[src/rtl/s2_sched_pkg.sv]
// Shared definitions for the s2 symbol scheduler: FSM state encoding,
// the range reset value, statistics counter width and the fixed
// probability used for bool symbols.
package s2_sched_pkg;

    typedef enum logic [1:0] {
        ST_RUN   = 2'd0,
        ST_DRAIN = 2'd1,
        ST_DONE  = 2'd2
    } sched_state_e;

    // Coder range after reset or end of frame (2^(RANGE_WIDTH-1) for 16 bits)
    localparam int unsigned RANGE_INIT = 32768;

    // Width of the optional statistics counters
    localparam int unsigned STAT_WIDTH = 32;

    // Bool symbols are coded at probability one half: 16384 >> 6 in Q9
    localparam int unsigned BOOL_PROB_Q = 256;

    // Minimum probability added to every interval bound
    localparam int unsigned MIN_PROB = 4;

endpackage

[src/rtl/s2_rr_arbiter.sv]
// Two-requester round-robin arbiter. Requester 0 is the CDF port,
// requester 1 the bool port. After every grant, priority moves to the
// requester that was not granted; i_clear returns priority to CDF.
module s2_rr_arbiter (
    input  logic       clk,
    input  logic       reset,
    input  logic [1:0] i_req,
    input  logic       i_advance,
    input  logic       i_clear,
    output logic [1:0] o_gnt
);

    logic r_ptr;

    // Grant: a lone requester wins outright, contention follows the pointer
    always_comb begin
        o_gnt = i_req;
        if (i_req[0] && i_req[1]) begin
            o_gnt = r_ptr ? 2'b10 : 2'b01;
        end
    end

    // Priority pointer: 0 favours CDF, 1 favours bool
    always_ff @(posedge clk or negedge reset) begin
        if (!reset) begin
            r_ptr <= 1'b0;
        end else if (i_clear) begin
            r_ptr <= 1'b0;
        end else if (i_advance) begin
            r_ptr <= o_gnt[0];
        end
    end

endmodule

[src/rtl/stage_2.sv]
// Range-update stage of the arithmetic coder (purely combinational).
// Computes the interval bounds u/v from the current range and the CDF
// terms (or the fixed bool probability), the low increment, and the
// renormalised range with its shift count.
module stage_2
    import s2_sched_pkg::*;
#(
    parameter int RANGE_WIDTH = 16,
    parameter int D_SIZE      = 5
) (
    input  logic [RANGE_WIDTH-1:0] in_range,
    input  logic [RANGE_WIDTH-1:0] in_uu,
    input  logic [RANGE_WIDTH-1:0] in_vv,
    input  logic [RANGE_WIDTH-1:0] in_lut_u,
    input  logic [RANGE_WIDTH-1:0] in_lut_v,
    input  logic                   in_comp,
    input  logic                   in_bool,
    input  logic                   in_symbol,
    output logic [RANGE_WIDTH:0]   out_u,
    output logic [RANGE_WIDTH-1:0] out_pre_low,
    output logic [D_SIZE-1:0]      out_d,
    output logic [RANGE_WIDTH-1:0] out_range
);

    localparam int PW = 2 * RANGE_WIDTH;
    localparam int UW = RANGE_WIDTH + 1;

    logic [RANGE_WIDTH-1:0] w_r_hi;
    logic [PW-1:0]          w_prod_u;
    logic [PW-1:0]          w_prod_v;
    logic [PW-1:0]          w_prod_b;
    logic [UW-1:0]          w_u_cdf;
    logic [UW-1:0]          w_v_cdf;
    logic [UW-1:0]          w_v_bool;
    logic [UW-1:0]          w_u_sel;
    logic [UW-1:0]          w_v_sel;
    logic [UW-1:0]          w_range_raw;
    logic [D_SIZE-1:0]      w_lz;

    assign w_r_hi   = in_range >> 8;
    assign w_prod_u = PW'(w_r_hi) * PW'(in_uu);
    assign w_prod_v = PW'(w_r_hi) * PW'(in_vv);
    assign w_prod_b = PW'(w_r_hi) * PW'(BOOL_PROB_Q);
    assign w_u_cdf  = UW'(w_prod_u >> 1) + UW'(in_lut_u);
    assign w_v_cdf  = UW'(w_prod_v >> 1) + UW'(in_lut_v);
    assign w_v_bool = UW'(w_prod_b >> 1) + UW'(MIN_PROB);

    // Bound select: u falls back to the full range when low is untouched
    always_comb begin
        w_u_sel = UW'(in_range);
        w_v_sel = w_v_cdf;
        if (in_bool) begin
            if (in_symbol) begin
                w_u_sel = w_v_bool;
                w_v_sel = '0;
            end else begin
                w_v_sel = w_v_bool;
            end
        end else if (in_comp) begin
            w_u_sel = w_u_cdf;
        end
    end

    assign w_range_raw = w_u_sel - w_v_sel;

    // Leading-zero count of the raw range; an overflowed range is not shifted
    always_comb begin
        w_lz = D_SIZE'(RANGE_WIDTH);
        for (int i = 0; i < RANGE_WIDTH; i++) begin
            if (w_range_raw[i]) begin
                w_lz = D_SIZE'(RANGE_WIDTH - 1 - i);
            end
        end
        if (w_range_raw[RANGE_WIDTH]) begin
            w_lz = '0;
        end
    end

    assign out_u       = w_u_sel;
    assign out_pre_low = in_range - w_u_sel[RANGE_WIDTH-1:0];
    assign out_d       = w_lz;
    assign out_range   = w_range_raw[RANGE_WIDTH-1:0] << w_lz;

endmodule

[src/rtl/s2_symbol_scheduler.sv]
// Symbol scheduler around stage_2: arbitrates CDF and bool symbols into
// the range update, owns the coder range register, registers the
// stage-3 bundle and sequences end-of-frame flushes.
// Optional feature macro: S2_SCHED_STATS_EN adds symbol/bit counters.
//
//   state    | meaning
//   ---------+-----------------------------------------------------
//   ST_RUN   | accepting symbols whenever the output slot frees up
//   ST_DRAIN | flush requested; no accepts, wait for output to empty
//   ST_DONE  | one cycle: pulse flush_done, reset range and pointer
module s2_symbol_scheduler
    import s2_sched_pkg::*;
#(
    parameter int RANGE_WIDTH  = 16,
    parameter int D_SIZE       = 5,
    parameter int SYMBOL_WIDTH = 4
) (
    input  logic                    clk,
    input  logic                    reset,
    input  logic                    cdf_valid,
    output logic                    cdf_ready,
    input  logic [RANGE_WIDTH-1:0]  cdf_uu,
    input  logic [RANGE_WIDTH-1:0]  cdf_vv,
    input  logic [RANGE_WIDTH-1:0]  cdf_lut_u,
    input  logic [RANGE_WIDTH-1:0]  cdf_lut_v,
    input  logic                    cdf_comp,
    input  logic                    bool_valid,
    output logic                    bool_ready,
    input  logic [SYMBOL_WIDTH-1:0] bool_symbol,
    input  logic                    flush_req,
    output logic                    flush_done,
    output logic                    out_valid,
    input  logic                    out_ready,
    output logic [RANGE_WIDTH:0]    out_u,
    output logic [RANGE_WIDTH-1:0]  out_init_range,
    output logic [RANGE_WIDTH-1:0]  out_pre_low,
    output logic [D_SIZE-1:0]       out_d,
    output logic                    out_comp,
    output logic                    out_bool,
    output logic                    out_symbol,
    output logic                    err_range
`ifdef S2_SCHED_STATS_EN
    ,
    output logic [STAT_WIDTH-1:0]   stat_symbols,
    output logic [STAT_WIDTH-1:0]   stat_bits
`endif
);

    sched_state_e r_state;
    sched_state_e w_state_next;

    logic [RANGE_WIDTH-1:0] r_range;
    logic                   r_out_valid;
    logic [RANGE_WIDTH:0]   r_out_u;
    logic [RANGE_WIDTH-1:0] r_out_init_range;
    logic [RANGE_WIDTH-1:0] r_out_pre_low;
    logic [D_SIZE-1:0]      r_out_d;
    logic                   r_out_comp;
    logic                   r_out_bool;
    logic                   r_out_symbol;
    logic                   r_err_range;

    logic [1:0]             w_req;
    logic [1:0]             w_gnt;
    logic                   w_slot_free;
    logic                   w_accept_en;
    logic                   w_accept;
    logic                   w_sel_bool;
    logic                   w_done;
    logic [RANGE_WIDTH:0]   w_u;
    logic [RANGE_WIDTH-1:0] w_pre_low;
    logic [D_SIZE-1:0]      w_d;
    logic [RANGE_WIDTH-1:0] w_range_next;
    logic                   w_unused_sym;

    // Only bit 0 of the bool symbol carries information
    assign w_unused_sym = ^bool_symbol[SYMBOL_WIDTH-1:1];

    assign w_done      = (r_state == ST_DONE);
    assign w_slot_free = !r_out_valid || out_ready;
    // reset gates ready so nothing appears accepted while reset is held
    assign w_accept_en = reset && (r_state == ST_RUN) && w_slot_free;
    assign w_req       = {bool_valid, cdf_valid};
    assign cdf_ready   = w_accept_en && w_gnt[0];
    assign bool_ready  = w_accept_en && w_gnt[1];
    assign w_accept    = (cdf_ready && cdf_valid) || (bool_ready && bool_valid);
    assign w_sel_bool  = w_gnt[1];

    s2_rr_arbiter u_arb (
        .clk       (clk),
        .reset     (reset),
        .i_req     (w_req),
        .i_advance (w_accept),
        .i_clear   (w_done),
        .o_gnt     (w_gnt)
    );

    stage_2 #(
        .RANGE_WIDTH (RANGE_WIDTH),
        .D_SIZE      (D_SIZE)
    ) u_stage_2 (
        .in_range    (r_range),
        .in_uu       (cdf_uu),
        .in_vv       (cdf_vv),
        .in_lut_u    (cdf_lut_u),
        .in_lut_v    (cdf_lut_v),
        .in_comp     (cdf_comp),
        .in_bool     (w_sel_bool),
        .in_symbol   (bool_symbol[0]),
        .out_u       (w_u),
        .out_pre_low (w_pre_low),
        .out_d       (w_d),
        .out_range   (w_range_next)
    );

    // FSM state register
    always_ff @(posedge clk or negedge reset) begin
        if (!reset) begin
            r_state <= ST_RUN;
        end else begin
            r_state <= w_state_next;
        end
    end

    // FSM next state and flush_done pulse
    always_comb begin
        w_state_next = r_state;
        flush_done   = 1'b0;
        case (r_state)
            ST_RUN: begin
                if (flush_req) begin
                    w_state_next = ST_DRAIN;
                end
            end
            ST_DRAIN: begin
                if (!r_out_valid || out_ready) begin
                    w_state_next = ST_DONE;
                end
            end
            ST_DONE: begin
                flush_done   = 1'b1;
                w_state_next = ST_RUN;
            end
            default: w_state_next = ST_RUN;
        endcase
    end

    // Coder range and sticky range-error flag
    always_ff @(posedge clk or negedge reset) begin
        if (!reset) begin
            r_range     <= RANGE_WIDTH'(RANGE_INIT);
            r_err_range <= 1'b0;
        end else if (w_done) begin
            r_range <= RANGE_WIDTH'(RANGE_INIT);
        end else if (w_accept) begin
            r_range <= w_range_next;
            if (!w_range_next[RANGE_WIDTH-1]) begin
                r_err_range <= 1'b1;
            end
        end
    end

    // Output slot: load on accept, empty when the consumer takes it
    always_ff @(posedge clk or negedge reset) begin
        if (!reset) begin
            r_out_valid      <= 1'b0;
            r_out_u          <= '0;
            r_out_init_range <= '0;
            r_out_pre_low    <= '0;
            r_out_d          <= '0;
            r_out_comp       <= 1'b0;
            r_out_bool       <= 1'b0;
            r_out_symbol     <= 1'b0;
        end else if (w_accept) begin
            r_out_valid      <= 1'b1;
            r_out_u          <= w_u;
            r_out_init_range <= r_range;
            r_out_pre_low    <= w_pre_low;
            r_out_d          <= w_d;
            r_out_comp       <= !w_sel_bool && cdf_comp;
            r_out_bool       <= w_sel_bool;
            r_out_symbol     <= w_sel_bool && bool_symbol[0];
        end else if (out_ready) begin
            r_out_valid <= 1'b0;
        end
    end

    assign out_valid      = r_out_valid;
    assign out_u          = r_out_u;
    assign out_init_range = r_out_init_range;
    assign out_pre_low    = r_out_pre_low;
    assign out_d          = r_out_d;
    assign out_comp       = r_out_comp;
    assign out_bool       = r_out_bool;
    assign out_symbol     = r_out_symbol;
    assign err_range      = r_err_range;

`ifdef S2_SCHED_STATS_EN
    logic [STAT_WIDTH-1:0] r_stat_symbols;
    logic [STAT_WIDTH-1:0] r_stat_bits;

    // Frame statistics: symbols accepted and total renormalisation shift
    always_ff @(posedge clk or negedge reset) begin
        if (!reset) begin
            r_stat_symbols <= '0;
            r_stat_bits    <= '0;
        end else if (w_done) begin
            r_stat_symbols <= '0;
            r_stat_bits    <= '0;
        end else if (w_accept) begin
            r_stat_symbols <= r_stat_symbols + 1'b1;
            r_stat_bits    <= r_stat_bits + STAT_WIDTH'(w_d);
        end
    end

    assign stat_symbols = r_stat_symbols;
    assign stat_bits    = r_stat_bits;
`endif

endmodule

[config.mk]
export PLATFORM = sky130hd
export DESIGN_NAME = s2_symbol_scheduler
export DESIGN_NICKNAME = d
export VERILOG_FILES = /design/src/rtl/s2_sched_pkg.sv /design/src/rtl/s2_rr_arbiter.sv /design/src/rtl/stage_2.sv /design/src/rtl/s2_symbol_scheduler.sv
export SDC_FILE = /design/constraint.sdc
export NUM_CORES = 1
export LEC_CHECK = 0
export CAP_MARGIN = 20
export CORE_AREA = 2 2 148 150
export DETAILED_ROUTE_END_ITERATION = 12
export DIE_AREA = 0 0 150 152
export PLACE_DENSITY_LB_ADDON = 0.1
export SYNTH_ARGS = -nofsm -noshare
export SYNTH_HDL_FRONTEND = slang
export SYNTH_HIERARCHICAL = 1
export SYNTH_SLANG_ARGS = --single-unit
[constraint.sdc]
create_clock -name clk -period 18.05 [get_ports clk]
set_clock_uncertainty 0.1 [all_clocks]
set_input_delay 4.5125 -clock clk [delete_from_list [all_inputs] [get_ports clk]]
set_output_delay 4.5125 -clock clk [all_outputs]
set_load 0.01 [all_outputs]
==> flow_metrics.py <==
metrics = {
    "finish": {
        "areaGrowthSynthToFinish_pct": 13.51,
        "fill_cells": 1725,
        "fin_nets": 1977,
        "stdcell_count": 1924,
        "drive_gt1_share_pct": 7.430,
    },
    "yosys": {
        "async_flop_share_pct": 100.0,
        "syn-num-nets": 1870,
        "ys_ff_latch": 78,
        "synth_most_common_cell": "inv_1",
        "syn_inst": 1530,
        "seq_area_frac_synth_pct": 14.31,
        "synth_top_area_share_pct": 21.41,
        "ys.warnings.count": 6,
        "synth_edf_count": 0,
        "netlist_area_um2": 13650,
        "yosysTopAreaCell": "fa_1",
        "ys.flop_type": "dfrtp_1",
        "ys_types": 94,
        "ys_top_cells_by_area": "fa_1, dfrtp_1, ha_1",
        "synth_common_cells": "inv_1, fa_1, nand2_1",
        "syn_area_per_cell_um2": 8.924,
    },
    "clock_tree": {
        "htreeDepth": 3,
        "clk_pin_slew_worst_paths_ns": 0.06,
        "cts_setup_buffers": 0,
        "cts_made_buffers": 9,
        "cts_tree": "built",
        "cts-root-buf": "clkbuf_16",
        "clk_latency_ns": 0.34,
        "cts_hold_buf": 0,
        "cts_buffer_depth": 2,
        "cts.sinks": 78,
        "cts.repair.resized": 0,
    },
    "flow_run": {
        "cap_violations": 0,
    },
    "die": {
        "start_util_pct": 63.95,
        "rows": 54,
        "dieArea_um2": 22800,
        "ios": 137,
        "die_y_um": 152,
        "coreArea_um2": 21350,
        "die_w_um": 150,
    },
    "sta": {
        "finalCritPeriodShare_pct": 77.97,
        "rsz0062_at_grt": "false",
        "finalHoldViolCount": 0,
        "hold_slack_ns": 0.3599,
        "slew_violations": 0,
        "fin_tns_setup_ns": 0,
        "fin_crit_ns": 14.07,
        "worst_slew_pin_slew_ns": 1.092,
        "setup_violations": 0,
        "max_freq_mhz": 71.05,
        "slew_headroom_pct": 26.43,
    },
    "status": {
        "status": "finished clean",
    },
    "global_route": {
        "grtUsageTotal_pct": 31.23,
        "antenna_found_initial": 2,
        "grt_max_degree": 80,
        "grt_pass1_vias": 11040,
        "grt_overflow": 0,
        "grt_pass1_wl_um": 56560,
    },
    "setup_path": {
        "worstSetupPathType": "in2reg",
        "crit_path_top_delay_cell": "nor3_4",
        "end_kind": "register",
        "cp.required_ns": 18.20,
        "cp.arrival_ns": 14.22,
        "path_delay_family": "compound AO/OA/AOI/OAI gates",
        "cp_slowest_stage_delay_ns": 0.80,
        "cp_common_cell": "a21oi_1",
        "worstSetupStartpointType": "input port",
        "path_buf_inv": 5,
        "cp_max_fo": 21,
    },
    "placed_design": {
        "dp_hpwl_um": 26950,
        "dp_cells": 1905,
        "io_buffers": 133,
        "place_congestion": 0.9099,
    },
    "detailed_routing": {
        "ant_nets": 0,
        "vias_per_cell": 5.647,
        "drtIter0Drc": 623,
        "dr.pass1.iters": 5,
        "drt_wl_total_um": 34900,
        "drc": 0,
        "routedWlPerCell_um": 18.14,
        "vias": 10870,
    },
    "hold_path": {
        "holdCritPathClass": "reg2reg",
    },
}
## sequential cells by signal, indices dropped and copies added, names as in the netlist, 2 cells and up
register        count
out_pre_low        16
out_init_range     16
r_range            16
r_state             2
out_d               5
out_u              17
## per-stage QoR
stage | util, % | setup WS (ns) | instance area (µm²)
2_1_floorplan | - | 5.987 | 13650
3_3_place_gp | 70.93 | 3.891 | 15140
3_5_place_dp | 70.93 | 3.769 | 15140
4_1_cts | 72.43 | 4.072 | 15460
5_1_grt | 72.59 | 3.443 | 15500
6_report | 72.59 | 3.976 | 15500
## area by class of cell
cell class / instances / area [µm²] / share of cell area, %
antenna: 2 / 5.005 / 0.03229
clock buffer: 9 / 225.2 / 1.453
clock inverter: 7 / 96.34 / 0.6217
inverter: 247 / 927.1 / 5.983
multi-input combinational: 1156 / 10500 / 67.76
sequential: 78 / 1953 / 12.60
tap: 280 / 350.3 / 2.261
timing repair buffer: 145 / 1439 / 9.285
## metal layers
metal,global-route usage [%],vias up,wire [µm]
met2,50.08,359,15990
met1,41.73,5241,14970
met5,0,-,0
met4,13.16,0,1542
li1,-,5207,-
met3,5.556,58,2397
## logic make-up (layout without fill, tap and decap cells)
logic type / Yosys count / after routing / share of synthesized area (%)
other cells: 0 / 2 / 0
mux: 105 / 105 / 9.054
compound gates: 259 / 259 / 12.90
buf+inv: 296 / 408 / 8.862
flops: 78 / 78 / 14.31
xor+xnor: 88 / 88 / 6.021
simple gates: 439 / 439 / 16.54
fa+ha+maj: 265 / 265 / 32.31
## layout by cell type (no fill, tap or decap), drive strengths merged, types with 21 or more instances in the layout
| cell | n |
|---|---|
| o21bai | 21 |
| nor2 | 69 |
| fa | 146 |
| o21ai | 41 |
| xnor2 | 65 |
| inv | 246 |
| dfrtp | 77 |
| and2 | 140 |
| a21o | 27 |
| a21oi | 68 |
| mux2 | 67 |
| ha | 119 |
| mux2i | 38 |
| clkdlybuf4s50 | 132 |
| nand2 | 142 |
## worst register-to-register path: cells and delay by family, from the launching register on
kind,cells,cell delay [ns]
AOI/OAI and AO/OA,17,3.39
xor gates and xnor gates,2,0.54
adders and majority gates,7,3.04
DFF,1,0.71
muxes,2,0.62
and+or+nand+nor,2,0.97
buffers and inverters,6,0.71
## final timing paths
kind | start | end | slack, ns | depth (start not counted)
setup / recovery | cdf_uu[5] | r_range[12]$_DFFE_PN0P_ | 3.98 | 36
hold / removal | err_range$_DFFE_PN0P_ | err_range$_DFFE_PN0P_ | 0.36 | 1
setup reg to reg | r_range[10]$_DFFE_PN0P_ | r_range[12]$_DFFE_PN0P_ | 7.89 | 36
hold reg to reg | err_range$_DFFE_PN0P_ | err_range$_DFFE_PN0P_ | 0.36 | 1
max in group asynchronous | reset | r_range[15]$_DFFE_PN1P_ | 13.36 | 2
min in group asynchronous | reset | out_init_range[4]$_DFFE_PN0P_ | 3.88 | 1
Power is left out: the tool's default activity adds up to more than one toggle a clock period on the data nets, which glitch-free logic cannot reach.
